**config.mk**
```make
export PLATFORM = sky130hd
export DESIGN_NAME = stopwatch_ctrl
export DESIGN_NICKNAME = d
export VERILOG_FILES = /design/src/rtl/stopwatch_pkg.sv /design/src/rtl/sw_prescaler.sv /design/src/rtl/stopwatch_ctrl.sv
export SDC_FILE = /design/constraint.sdc
export NUM_CORES = 1
export LEC_CHECK = 0
export BUFFER_PORTS_ARGS = -buffer_cell sky130_fd_sc_hd__buf_2
export CAP_MARGIN = 5
export CORE_UTILIZATION = 40
export CTS_BUF_LIST = sky130_fd_sc_hd__clkbuf_8
export DETAILED_ROUTE_END_ITERATION = 10
export PLACE_DENSITY_LB_ADDON = 0.1
export SLEW_MARGIN = 10
export SYNTH_ARGS = -nofsm -noshare
export SYNTH_HDL_FRONTEND = slang
export SYNTH_HIERARCHICAL = 1
export SYNTH_SLANG_ARGS = --single-unit
```
**constraint.sdc**
```tcl
create_clock -name clk -period 2.3 [get_ports clk]
set_input_delay 0.46 -clock clk [delete_from_list [all_inputs] [get_ports clk]]
set_output_delay 0.46 -clock clk [all_outputs]
set_load 0.02 [all_outputs]
```
**src/rtl/stopwatch_pkg.sv**
```systemverilog
`default_nettype none
// ============================================================================
//  Module   : stopwatch_pkg
//  Purpose  : Shared types and default clocking constants for the stopwatch
//             controller and its display block.
//  Contents : sw_state_t      - controller state encoding (2 bits)
//             c_CLK_HZ_DEFAULT - default system clock frequency
//             c_TICK_HZ_DEFAULT- default tick rate (centisecond tick)
//  Revision : 1.0 - initial release
// ============================================================================
package stopwatch_pkg;

    typedef enum logic [1:0] {
        IDLE  = 2'd0,
        RUN   = 2'd1,
        PAUSE = 2'd2,
        LAP   = 2'd3
    } sw_state_t;

    localparam int unsigned c_CLK_HZ_DEFAULT  = 50_000_000;
    localparam int unsigned c_TICK_HZ_DEFAULT = 100;

endpackage : stopwatch_pkg
`default_nettype wire

```
**src/rtl/sw_prescaler.sv**
```systemverilog
`default_nettype none
// ============================================================================
//  Module   : sw_prescaler
//  Purpose  : Mod-DIV clock divider. Counts 0..DIV-1 while enabled and wraps;
//             holds when not enabled; synchronous clear forces it to 0.
//  Ports    : clk   in  system clock
//             reset in  synchronous active-high reset
//             en    in  advance the count this cycle
//             clr   in  synchronous clear (dominates en)
//             tick  out 1 while the count sits at DIV-1 (register decode)
//  Revision : 1.0 - initial release
// ============================================================================
module sw_prescaler #(
    parameter int unsigned DIV = 10
) (
    input  logic clk,
    input  logic reset,
    input  logic en,
    input  logic clr,
    output logic tick
);

    localparam int unsigned PW = (DIV > 1) ? $clog2(DIV) : 1;
    localparam logic [PW-1:0] c_LAST = PW'(DIV - 1);

    logic [PW-1:0] r_cnt;

    always_ff @(posedge clk) begin
        if (reset || clr) begin
            r_cnt <= '0;
        end else if (en) begin
            r_cnt <= (r_cnt == c_LAST) ? '0 : r_cnt + PW'(1);
        end
    end

    assign tick = (r_cnt == c_LAST);

endmodule : sw_prescaler
`default_nettype wire

```
**src/rtl/stopwatch_ctrl.sv**
```systemverilog
`default_nettype none
// ============================================================================
//  Module   : stopwatch_ctrl
//  Purpose  : Run/pause/lap/clear sequencer for the stopwatch counter chain.
//             Generates the tick enable for counter stage 0, the chain clear
//             pulse and the display hold.
//  Ports    : clk       in  system clock
//             reset     in  synchronous active-high reset
//             btn_ss    in  start/stop pulse (debounced, 1 cycle)
//             btn_lr    in  lap/clear pulse (debounced, 1 cycle)
//             tick_en   out 1-cycle enable to counter stage 0 per tick period
//             cnt_clr   out 1-cycle synchronous clear to the counter chain
//             running   out 1 in RUN or LAP
//             disp_hold out 1 in LAP (display freezes lap value)
//             limit_hit out sticky limit flag
//  Config   : STOPWATCH_LIMIT_EN - when defined, an internal tick count forces
//             PAUSE after MAX_TICKS ticks and raises limit_hit. When undefined
//             limit_hit is tied to 0 and no tick count is built.
//  Revision : 1.0 - initial release
// ============================================================================
module stopwatch_ctrl
    import stopwatch_pkg::*;
#(
    parameter int unsigned CLK_HZ    = c_CLK_HZ_DEFAULT,
    parameter int unsigned TICK_HZ   = c_TICK_HZ_DEFAULT,
    parameter int unsigned MAX_TICKS = 360_000
) (
    input  logic clk,
    input  logic reset,
    input  logic btn_ss,
    input  logic btn_lr,
    output logic tick_en,
    output logic cnt_clr,
    output logic running,
    output logic disp_hold,
    output logic limit_hit
);

    localparam int unsigned DIV = CLK_HZ / TICK_HZ;

    // Elaboration-time sanity checks on the configuration.
    if (DIV < 2) begin : g_bad_div
        $error("stopwatch_ctrl: CLK_HZ/TICK_HZ must be at least 2");
    end
    if (MAX_TICKS < 1) begin : g_bad_max
        $error("stopwatch_ctrl: MAX_TICKS must be at least 1");
    end

    sw_state_t r_state;
    sw_state_t w_next;
    logic      r_cnt_clr;
    logic      w_active;
    logic      w_pre_tick;
    logic      w_limit_fire;  // this tick reaches the limit
    logic      w_ss_block;    // start/stop ignored while limit flag set

    assign w_active = (r_state == RUN) || (r_state == LAP);

    // Prescaler is held at 0 in IDLE so the first tick after start is a full
    // period away; in PAUSE it neither advances nor clears, keeping the
    // partial tick.
    sw_prescaler #(
        .DIV (DIV)
    ) u_prescaler (
        .clk   (clk),
        .reset (reset),
        .en    (w_active),
        .clr   (r_state == IDLE),
        .tick  (w_pre_tick)
    );

    // Decoded from registers only: no path from the buttons to tick_en.
    assign tick_en = w_active && w_pre_tick;

    always_comb begin
        w_next = r_state;
        case (r_state)
            IDLE: begin
                if (btn_ss) w_next = RUN;
            end
            RUN: begin
                if (btn_ss)      w_next = PAUSE;
                else if (btn_lr) w_next = LAP;
            end
            LAP: begin
                if (btn_ss)      w_next = PAUSE;
                else if (btn_lr) w_next = RUN;
            end
            PAUSE: begin
                if (btn_ss && !w_ss_block) w_next = RUN;
                else if (btn_lr)           w_next = IDLE;
            end
            default: w_next = IDLE;
        endcase
        // Reaching the limit overrides any button activity.
        if (w_limit_fire) w_next = PAUSE;
    end

    always_ff @(posedge clk) begin
        if (reset) begin
            r_state   <= IDLE;
            r_cnt_clr <= 1'b0;
        end else begin
            r_state   <= w_next;
            // Only a user clear enters IDLE from another state; the pulse
            // therefore lands on the first IDLE cycle. Reset aborts silently
            // because the chain shares the reset.
            r_cnt_clr <= (r_state != IDLE) && (w_next == IDLE);
        end
    end

    assign cnt_clr   = r_cnt_clr;
    assign running   = w_active;
    assign disp_hold = (r_state == LAP);

`ifdef STOPWATCH_LIMIT_EN
    localparam int unsigned TW = $clog2(MAX_TICKS + 1);
    localparam logic [TW-1:0] c_TICK_LAST = TW'(MAX_TICKS - 1);

    logic [TW-1:0] r_ticks;
    logic          r_limit_hit;

    assign w_limit_fire = tick_en && (r_ticks == c_TICK_LAST);
    assign w_ss_block   = r_limit_hit;

    always_ff @(posedge clk) begin
        if (reset) begin
            r_ticks     <= '0;
            r_limit_hit <= 1'b0;
        end else begin
            if (r_state == IDLE) begin
                r_ticks <= '0;
            end else if (tick_en) begin
                r_ticks <= r_ticks + TW'(1);
            end
            // Flag stays set until the controller is cleared back to IDLE.
            if (w_next == IDLE) begin
                r_limit_hit <= 1'b0;
            end else if (w_limit_fire) begin
                r_limit_hit <= 1'b1;
            end
        end
    end

    assign limit_hit = r_limit_hit;
`else
    assign w_limit_fire = 1'b0;
    assign w_ss_block   = 1'b0;
    assign limit_hit    = 1'b0;
`endif

endmodule : stopwatch_ctrl
`default_nettype wire

```
==> impl_metrics.sql <==
INSERT INTO impl_metrics (metric_group, metric, value, unit) VALUES
('timing', 'layout_setup_ws', '156', 'ps'),
('synth', 'fraction_of_synthesized_cell_area_taken_by_the_top_area_cell_type', '41.3', '%'),
('critical_path', 'critical_register_to_register_path_startpoint', 'u_prescaler/r_cnt[0]$_SDFFE_PP0P_', ''),
('clocking', 'htree_levels', '1', ''),
('route', 'routed_wl', '2050', 'µm'),
('placed_design', 'placed_area', '1140', 'µm²'),
('timing', 'timing.setup.tns', '0', 'ps'),
('grt', 'antenna_found_initial', '0', ''),
('clocking', 'cts_sinks', '22', ''),
('clocking', 'tritoncts.num_buffers', '3', ''),
('synth', 'post_synth_instance_area', '1070', 'µm²'),
('synth', 'async_set_reset_flop_share_out_of_synthesis', '0', '%'),
('power_and_ir_drop', 'power_density', '561', 'nW/µm²'),
('route', 'final_antenna_net_count', '0', ''),
('clocking', 'clk_latency', '260', 'ps'),
('clocking', 'cts_hold_buffers', '0', ''),
('synth', 'synth-edff-count', '0', ''),
('floorplanning', 'design.portCount', '9', ''),
('min_path', 'min_path_type', 'in2reg', ''),
('placed_design', 'post-dp-hpwl', '1560', 'µm'),
('outcome', 'result_of_the_run', 'complete, no violations', ''),
('grt', 'grtUsageMet1', '20.3', '%'),
('route', 'wl_per_cell', '12.4', 'µm'),
('timing', 'final.min_clock_period', '2140', 'ps'),
('timing', 'timing.final.setup_violations', '0', ''),
('route', 'drt-pass1-iter-count', '4', ''),
('synth', 'ys_warn_count', '6', ''),
('power_and_ir_drop', 'vdd_ir_drop_max', '0.352', 'mV'),
('route', 'routed-via-count', '890', ''),
('synth', 'synth_cells', '126', ''),
('timing', 'fin_skew', '3.84', 'ps'),
('flow_run', 'drv.max_cap_violation_count', '0', ''),
('grt', 'global_route_wire_length_before_repair', '3320', 'µm'),
('clocking', 'clk_transition_reported_paths', '70', 'ps'),
('grt', 'global_route.usage.met2', '25.4', '%'),
('synth', 'synth_seq_area_share', '41.3', '%'),
('clocking', 'tritoncts', 'yes', ''),
('grt', 'groute.usage.overall', '16.3', '%'),
('placed_design', 'place.gp.congestion', '0.732', ''),
('synth', 'number_of_synthesized_register_bits', '22', ''),
('min_path', 'min_delay_path_depth', '2', ''),
('grt', 'met3_usage', '6.21', '%'),
('synth', 'synthFlopType', 'dfxtp_1', ''),
('critical_path', 'cp-end-kind', 'output port', ''),
('grt', 'globalRoute.totalOverflow', '0', ''),
('timing', 'slew_viol_final', '0', ''),
('clocking', 'post_cts_buffers', '0', ''),
('floorplanning', 'rows', '18', ''),
('synth', 'mappedNetlistNets', '131', ''),
('timing', 'final.period_utilization', '93.2', '%'),
('grt', 'grt-busiest-layer', 'met2', ''),
('synth', 'leading_area_contributor_after_synthesis', 'dfxtp_1', ''),
('critical_path', 'cp-start-kind', 'flop', ''),
('min_path', 'min_to', 'r_state[1]$_SDFF_PP0_', ''),
('clocking', 'cts_repair_resize_count', '0', ''),
('synth', 'post_synth.cell_area_avg', '8.47', 'µm²'),
('critical_path', 'crit_arrival', '1680', 'ps'),
('layout', 'area_growth_syn_to_layout', '10.9', '%'),
('synth', 'yosysUniqueCellTypes', '35', ''),
('route', 'viasPerCell', '5.39', ''),
('critical_path', 'reg2reg_setup_slack', '310', 'ps'),
('floorplanning', 'die_boundary_height', '53.7', 'µm'),
('layout', 'finish.net_count', '142', ''),
('layout', 'final_layout_size_suffix_gt1_share', '14.8', '%'),
('critical_path', 'worst_r2r_path_cells', '5', ''),
('timing', 'hold_viol_final', '0', ''),
('power_and_ir_drop', 'total_leakage_power', '0.358', 'nW'),
('timing', 'max_freq', '466', 'MHz'),
('route', 'detailedRoute.firstIterationViolations', '9', ''),
('grt', 'first_global_vias', '761', ''),
('floorplanning', 'die-area', '2880', 'µm²');
-- final cells by class --
cell class                      count  area [µm²]  area share (%)
Multi-Input combinational cell     99         603            51.0
Inverter                            1        3.75           0.317
Sequential cell                    22         440            37.2
Timing Repair Buffer               10        57.6            4.86
Tap cell                           30        37.5            3.17
Clock buffer                        3        41.3            3.49
-- where the power goes --
part           switching (mW)  leakage [nW]  total, mW  internal, mW
sequential            0.00417         0.178      0.389         0.385
combinational          0.0273         0.159     0.0461        0.0189
clock                   0.112        0.0216      0.228         0.117
-- metrics by stage --
| step | std cells | util, % |
|---|---|---|
| CTS | 165 | 47.3 |
| global route | 165 | 47.3 |
| detailed placement | 162 | 45.7 |
| global placement | 162 | 45.7 |
| finish | 165 | 47.3 |
| floorplan | 126 | - |
-- layout by cell type, fill, tap and decap left out, types with 2 or more instances in the layout --
| cell | synthesis | layout |
|---|---|---|
| xnor2_1 | 8 | 8 |
| nor3_1 | 3 | 3 |
| nand2_1 | 7 | 7 |
| clkbuf_8 | 0 | 3 |
| o21ai_0 | 6 | 6 |
| nand3b_1 | 3 | 3 |
| xor2_1 | 4 | 4 |
| nor2_1 | 17 | 17 |
| buf_2 | 1 | 7 |
| a21oi_1 | 8 | 8 |
| and2_1 | 2 | 2 |
| buf_4 | 1 | 3 |
| nand4_1 | 5 | 5 |
| dfxtp_1 | 22 | 22 |
| o21ai_1 | 2 | 2 |
| nor4_1 | 4 | 4 |
| or4_1 | 3 | 3 |
| nand3_1 | 9 | 9 |
| or3_1 | 3 | 3 |
-- synthesized netlist by cell type (2+ instances only) --
| cell type | n |
|---|---|
| and2_1 | 2 |
| o21ai_1 | 2 |
| o21ai_0 | 6 |
| nand3b_1 | 3 |
| nand2_1 | 7 |
| nand3_1 | 9 |
| nor3_1 | 3 |
| or3_1 | 3 |
| nor4_1 | 4 |
| dfxtp_1 | 22 |
| xnor2_1 | 8 |
| nand4_1 | 5 |
| nor2_1 | 17 |
| a21oi_1 | 8 |
| xor2_1 | 4 |
| clkbuf_1 | 2 |
| or4_1 | 3 |
-- logic make-up after synthesis --
logic type / after synthesis / synth area share, %
AND/OR/NAND/NOR: 68 / 36.9
flip-flops: 22 / 41.3
AO/OA/AOI/OAI: 17 / 8.21
XOR/XNOR: 12 / 9.85
buffers and inverters: 5 / 2.23
adder cells (fa/ha/maj): 1 / 1.17
other: 1 / 0.351
-- metal layers --
layer	vias up	routed length [µm]	part of all wire (%)
li1	467	-	-
met2	13	930	45
met5	-	0	0
met3	4	76	3.7
met1	406	1020	50
met4	0	21	1.0
-- how the worst max path moves through the flow --
stage | to | slack [ps] | cells past startpoint
final | tick_en | 160 | 5
after global routing | tick_en | 10 | 5
after CTS | tick_en | 140 | 5
after detailed placement | u_prescaler/r_cnt[16]$_SDFFE_PP0P_ | 310 | 5
after global placement | u_prescaler/r_cnt[16]$_SDFFE_PP0P_ | 380 | 5
after floorplan | u_prescaler/r_cnt[17]$_SDFFE_PP0P_ | 100 | 5
-- critical path, cell delays in order, from the launching register on --
cell and delay (ps):
dfxtp_1 360, nor4b_1 340, nand4_1 200, nor2_1 230, and2_1 150, buf_2 150
-- flip-flops by register name, indices dropped and copies added (netlist names) --
register           count
cnt_clr                1
r_state                2
u_prescaler/r_cnt     19
Power figures use the tool's default switching activity.
